===== src/rtl/lstm_pkg.sv =====
// Shared types and fixed-point defaults for the LSTM datapath stages.
package lstm_pkg;

    typedef enum logic [1:0] {
        ST_IDLE,
        ST_ACCUM,
        ST_DRAIN,
        ST_DONE
    } mac_state_t;

    localparam int LSTM_INPUT_BITS = 16;
    localparam int LSTM_FRAC_BITS  = 8;

    localparam logic signed [LSTM_INPUT_BITS-1:0] LSTM_SAT_MAX = 16'sh7FFF;
    localparam logic signed [LSTM_INPUT_BITS-1:0] LSTM_SAT_MIN = 16'sh8000;

endpackage


===== src/rtl/fxp_round_sat.sv =====
// Wide signed accumulator to narrow Q-format: round half-up, arithmetic shift, saturate.
module fxp_round_sat
    import lstm_pkg::*;
#(
    parameter int ACC_W = 40,
    parameter int OUT_W = LSTM_INPUT_BITS,
    parameter int FRAC  = LSTM_FRAC_BITS
) (
    input  logic [ACC_W-1:0] acc_in,
    output logic [OUT_W-1:0] res_out
);

    // Half an LSTB of the output; built as (1<<FRAC)>>1 so FRAC=0 yields zero.
    localparam logic [ACC_W:0]          ONE_F = (ACC_W+1)'(1) << FRAC;
    localparam logic signed [ACC_W-1:0] HALF  = ONE_F[ACC_W:1];
    localparam logic signed [ACC_W-1:0] MAX_A = {{(ACC_W-OUT_W+1){1'b0}}, {(OUT_W-1){1'b1}}};
    localparam logic signed [ACC_W-1:0] MIN_A = {{(ACC_W-OUT_W+1){1'b1}}, {(OUT_W-1){1'b0}}};

    logic signed [ACC_W-1:0] rounded;
    logic signed [ACC_W-1:0] shifted;

    always_comb begin
        rounded = $signed(acc_in) + HALF;
        shifted = rounded >>> FRAC;
        if (shifted > MAX_A) begin
            res_out = MAX_A[OUT_W-1:0];
        end else if (shifted < MIN_A) begin
            res_out = MIN_A[OUT_W-1:0];
        end else begin
            res_out = shifted[OUT_W-1:0];
        end
    end

endmodule


===== src/rtl/lstm_gate_mac.sv =====
// Sequential MAC for one LSTM gate pre-activation: bias + sum(weight*data), Q-format,
// two-stage (product register, accumulate) with valid/ready in and out.
module lstm_gate_mac
    import lstm_pkg::*;
#(
    parameter int INPUT_BITS_NUM = LSTM_INPUT_BITS,
    parameter int FRAC_BITS      = LSTM_FRAC_BITS,
    parameter int ACC_BITS_NUM   = 40,
    parameter int VEC_LEN        = 16
) (
    input  logic                      clock,
    input  logic                      reset,
    input  logic                      start,
    input  logic [INPUT_BITS_NUM-1:0] bias_in,
    input  logic [INPUT_BITS_NUM-1:0] weight_in,
    input  logic [INPUT_BITS_NUM-1:0] data_in,
    input  logic                      in_valid,
    output logic                      in_ready,
    output logic [INPUT_BITS_NUM-1:0] out_data,
    output logic                      out_valid,
    input  logic                      out_ready,
    output logic                      busy
);

    localparam int W      = INPUT_BITS_NUM;
    localparam int PROD_W = 2 * INPUT_BITS_NUM;
    localparam int CNT_W  = $clog2(VEC_LEN + 1);
    localparam logic [CNT_W-1:0] LAST_CNT = CNT_W'(VEC_LEN - 1);

    mac_state_t                     state_q, state_d;
    logic signed [ACC_BITS_NUM-1:0] acc_q, acc_d;
    logic signed [PROD_W-1:0]       prod_q, prod_d;
    logic                           prod_vld_q, prod_vld_d;
    logic [CNT_W-1:0]               cnt_q, cnt_d;

    logic signed [PROD_W-1:0]       w_ext, d_ext;
    logic signed [ACC_BITS_NUM-1:0] bias_acc, prod_acc;
    logic                           accept;
    logic [W-1:0]                   rounded;

    always_comb begin
        w_ext    = {{W{weight_in[W-1]}}, weight_in};
        d_ext    = {{W{data_in[W-1]}}, data_in};
        bias_acc = {{(ACC_BITS_NUM-W){bias_in[W-1]}}, bias_in} <<< FRAC_BITS;
        prod_acc = prod_vld_q ? {{(ACC_BITS_NUM-PROD_W){prod_q[PROD_W-1]}}, prod_q}
                              : '0;
        accept   = (state_q == ST_ACCUM) && in_valid;

        state_d    = state_q;
        acc_d      = acc_q;
        prod_d     = prod_q;
        prod_vld_d = 1'b0;
        cnt_d      = cnt_q;

        case (state_q)
            ST_IDLE: begin
                if (start) begin
                    acc_d   = bias_acc;
                    cnt_d   = '0;
                    state_d = ST_ACCUM;
                end
            end
            ST_ACCUM: begin
                acc_d = acc_q + prod_acc;
                if (accept) begin
                    prod_d     = w_ext * d_ext;
                    prod_vld_d = 1'b1;
                    if (cnt_q == LAST_CNT) begin
                        cnt_d   = '0;
                        state_d = ST_DRAIN;
                    end else begin
                        cnt_d = cnt_q + CNT_W'(1);
                    end
                end
            end
            ST_DRAIN: begin
                acc_d   = acc_q + prod_acc;
                state_d = ST_DONE;
            end
            ST_DONE: begin
                if (out_ready) begin
                    if (start) begin
                        acc_d   = bias_acc;
                        cnt_d   = '0;
                        state_d = ST_ACCUM;
                    end else begin
                        state_d = ST_IDLE;
                    end
                end
            end
            default: state_d = ST_IDLE;
        endcase

        // Restart wins over everything in flight, including a term offered this cycle.
        if (start && (state_q == ST_ACCUM || state_q == ST_DRAIN)) begin
            acc_d      = bias_acc;
            cnt_d      = '0;
            prod_vld_d = 1'b0;
            state_d    = ST_ACCUM;
        end
    end

    always_ff @(posedge clock or posedge reset) begin
        if (reset) begin
            state_q    <= ST_IDLE;
            acc_q      <= '0;
            prod_q     <= '0;
            prod_vld_q <= 1'b0;
            cnt_q      <= '0;
        end else begin
            state_q    <= state_d;
            acc_q      <= acc_d;
            prod_q     <= prod_d;
            prod_vld_q <= prod_vld_d;
            cnt_q      <= cnt_d;
        end
    end

    fxp_round_sat #(
        .ACC_W (ACC_BITS_NUM),
        .OUT_W (INPUT_BITS_NUM),
        .FRAC  (FRAC_BITS)
    ) u_round_sat (
        .acc_in  (acc_q),
        .res_out (rounded)
    );

    assign in_ready  = (state_q == ST_ACCUM);
    assign out_valid = (state_q == ST_DONE);
    assign busy      = (state_q != ST_IDLE);
    assign out_data  = out_valid ? rounded : '0;

endmodule

===== config.mk =====
export PLATFORM = sky130hd
export DESIGN_NAME = lstm_gate_mac
export DESIGN_NICKNAME = d
export VERILOG_FILES = /design/src/rtl/lstm_pkg.sv /design/src/rtl/fxp_round_sat.sv /design/src/rtl/lstm_gate_mac.sv
export SDC_FILE = /design/constraint.sdc
export NUM_CORES = 1
export LEC_CHECK = 0
export CORE_ASPECT_RATIO = 1.5
export CORE_MARGIN = 2
export CORE_UTILIZATION = 45
export CTS_BUF_LIST = sky130_fd_sc_hd__clkbuf_8
export CTS_CLUSTER_DIAMETER = 100
export CTS_CLUSTER_SIZE = 16
export DETAILED_ROUTE_END_ITERATION = 6
export HOLD_SLACK_MARGIN = 0.15
export PLACE_DENSITY_LB_ADDON = 0.05
export SYNTH_ARGS = -nofsm -noshare
export SYNTH_HDL_FRONTEND = slang
export SYNTH_SLANG_ARGS = --single-unit

===== constraint.sdc =====
create_clock -name clock -period 8 [get_ports clock]
set_input_delay 1.6 -clock clock [delete_from_list [all_inputs] [get_ports clock]]
set_output_delay 1.6 -clock clock [all_outputs]
set_load 0.05 [all_outputs]

==> impl_metrics.toml <==
[outcome]
run_status = "finished clean"

[setup_path]
crit_chain = "clkdlybuf4s50_1, buf_12, nand2_1, fa_1, inv_1, fa_1, inv_1, fa_1, inv_1, fa_1, fa_1, inv_1, fa_1, inv_1, ha_1, a21oi_1, o21ai_1, a221oi_2, a31oi_1, a41o_1, or4_1, a31oi_2, xnor2_1, o21ai_1"
crit_top_cell = "fa_1"
end_kind = "flip-flop"
startpoint_type = "primary input"
cpPeakStageDelay_ns = 0.56
reg2regPathDepth = 12
arrival_ns = 8.00
critPathBufInv = 7
crit_slowest_cell = "fa_1"
cp.depth = 24
cp_top_family = "adder cells"
cp_max_fo = 13
required_ns = 8.24
critPathKind = "in2reg"

[route]
drc = 0
vias_per_cell = 5.12
wl_per_cell_um = 16.7
drtPass1Iterations = 7
num_vias = 12900
drt-total-wl_um = 42200
postRouteAntennaNets = 0
drt-initial-drc-count = 571

[cts]
clkSinkCount = 80
clk_pin_slew_ns = 0.07
cts_buffer_depth = 2
cts_root_buf = "clkbuf_8"
cts_tree = "done"
h-tree-depth = 3
numCtsBuffers = 9
cts_setup_buffers = 0
insertion_delay_ns = 0.40

[global_routing]
grt_max_degree = 58
grt_pass1_wl_um = 70700
grt_pass1_vias = 14000
grtUsageTotal_pct = 23.2
antenna_found_initial = 1
grt_overflow = 0

[timing]
clock.fmax_mhz = 129
clock_skew_ns = 0.0203
setup_viol = 0
rsz0062_at_grt = "yes"
relSlewSlack_pct = 38.6
hold_viol = 0
finalCriticalPeriod_ns = 7.76
fin_crit_sh_pct = 96.9
slew_violations = 0
worst_pin_slew_ns = 0.917

[placed_design]
place.port_buffers = 71
routabilityCongestion = 0.927
hpwl_um = 36700
dp_cells = 2510

[synthesis]
synthDistinctLibCells = 87
synthFlopType = "dfrtp_1"
synth-seq-cells = 80
netlist_instances = 1898
ys_seq_area_share_pct = 12.2
ys_warn_count = 0
synthArstFlopShare_pct = 100
synth_enable_flop_cells = 0
syn-num-nets = 2340
netlist_area_um2 = 16400
synth_area_per_cell_um2 = 8.65

[die]
io_pins = 72
coreArea_um2 = 35900
fp-row-count = 85
initial_core_util_pct = 45.7
die_w_um = 160
die_h_um = 238
dieArea_um2 = 38100

[layout]
drive_gt1_share_pct = 10.2
stdcell_count = 2526
area_delta_synth_final_pct = 14.6
finalNetCount = 2485

[min_path]
whs_path_depth = 2
hold_class = "reg2reg"

[job]
maxCapViolations = 0
==> synth_stat cells, drive strengths merged, types with 7 or more instances <==
master  count  area (µm²)
inv       348        1310
fa        263        5270
nand2     220         826
and2      160        1000
ha        126        1580
a21oi     104         558
o21ai      90         465
dfrtp      80        2000
nor2       65         246
clkbuf     61         231
xnor2      44         385
xor2       41         359
nand3      30         168
a21o       29         219
nor3       26         156
a31oi      20         125
and3       18         114
nand4      16         115
buf        12        96.3
nand2b     12        75.1
o21bai     12        90.1
o21a       10        75.1
a211oi      8        60.1
o211ai      8        60.1
mux2        7        78.8
nor2b       7        43.8
or3         7        48.8
==> layout make-up <==
type | count | area, µm²
sequential | 80 | 2000
fill | 3505 | 17100
tap | 478 | 598
clock buffer | 9 | 124
antenna | 1 | 2.50
timing repair buffer | 207 | 1860
inverter | 348 | 1310
multi-input combinational | 1397 | 12800
clock inverter | 6 | 110
==> layer usage <==
layer	up-vias	global-route usage (%)	wire length (µm)
li1	6330	-	-
met3	81	1.83	1060
met4	0	10.3	1840
met1	6258	26.3	16800
met2	257	44.1	22500
met5	-	0	0
==> metrics by stage <==
step / hold slack, ns / TNS (ns) / cell area (µm²) / worst slack [ns] / util [%]
after floorplan: 0.440 / 0 / 16400 / 0.214 / -
after global placement: 0.456 / -0.510 / 18600 / -0.255 / 51.6
after detailed placement: 0.463 / -0.832 / 18600 / -0.339 / 51.6
after CTS: 0.481 / 0 / 18800 / 0.0808 / 52.3
after global routing: 0.492 / -0.0413 / 18800 / -0.0413 / 52.4
final: 0.475 / 0 / 18800 / 0.244 / 52.4
==> sequential cells by signal (all words and copies together), names as in the netlist <==
signal,flops
cnt_q,5
acc_q,40
prod_q,32
state_q,2
prod_vld_q,1
==> placed cells by master, fill, tap and decap left out, types with 5 or more instances in the layout <==
master,instances
clkdlybuf4s50_1,63
nand2_1,218
dlymetal6s2s_1,8
o21ai_1,7
o21ai_0,81
clkbuf_8,9
o31ai_1,6
buf_12,9
xnor2_1,44
nor2b_1,7
a21oi_1,93
nor2_1,64
a21oi_2,10
a31oi_1,19
fa_1,263
nor3_1,21
a21o_1,28
or3_1,6
mux2_2,7
nand2b_1,12
inv_1,346
buf_4,127
ha_1,126
dfrtp_1,80
or2_2,5
o21a_1,10
o21bai_1,12
nand4_1,15
xor2_1,41
nand3_1,28
and2_1,159
o211ai_1,8
and3_1,17
a211oi_1,8
==> cell families (layout without fill, tap and decap cells) <==
kind of cell | after synthesis | in the layout | synth area share, %
AOI/OAI and AO/OA | 328 | 328 | 12.7
DFF | 80 | 80 | 12.2
muxes | 11 | 11 | 0.724
and+or+nand+nor | 584 | 584 | 18.2
xor gates and xnor gates | 85 | 85 | 4.53
buffers and inverters | 421 | 570 | 9.95
adders and majority gates | 389 | 389 | 41.7
other | 0 | 1 | 0
==> worst register-to-register path, stage by stage (launching register included) <==
cell,delay (ns)
dfrtp_1,0.89
and2_1,0.25
ha_1,0.21
fa_1,0.26
a211oi_1,0.11
o21ai_0,0.36
nand2_1,0.08
o21ai_0,0.71
a32oi_1,0.34
a31o_2,0.36
o21ai_0,0.20
xnor2_1,0.13
o21ai_0,0.08
==> timing repair <==
| item | in CTS | in global routing |
|---|---|---|
| gates resized for setup | 0 | 16 |
| endpoints found under the setup margin | 0 | 3 |
| hold buffers | 0 | 0 |
==> worst paths after layout <==
check | end | slack [ns] | start
worst max-delay path | prod_q[31]$_DFFE_PP0P_ | 0.24 | data_in[9]
worst min-delay path | prod_q[5]$_DFFE_PP0P_ | 0.47 | prod_q[5]$_DFFE_PP0P_
worst max register to register | acc_q[36]$_DFFE_PP0P_ | 3.91 | prod_vld_q$_DFF_PP0_
worst min register to register | prod_q[5]$_DFFE_PP0P_ | 0.47 | prod_q[5]$_DFFE_PP0P_
max in group asynchronous | acc_q[28]$_DFFE_PP0P_ | 5.38 | reset
min in group asynchronous | cnt_q[4]$_DFFE_PP0P_ | 1.50 | reset
Power is not shown: default switching activity piles up to over one toggle a cycle in this logic, so the estimate is an artifact.
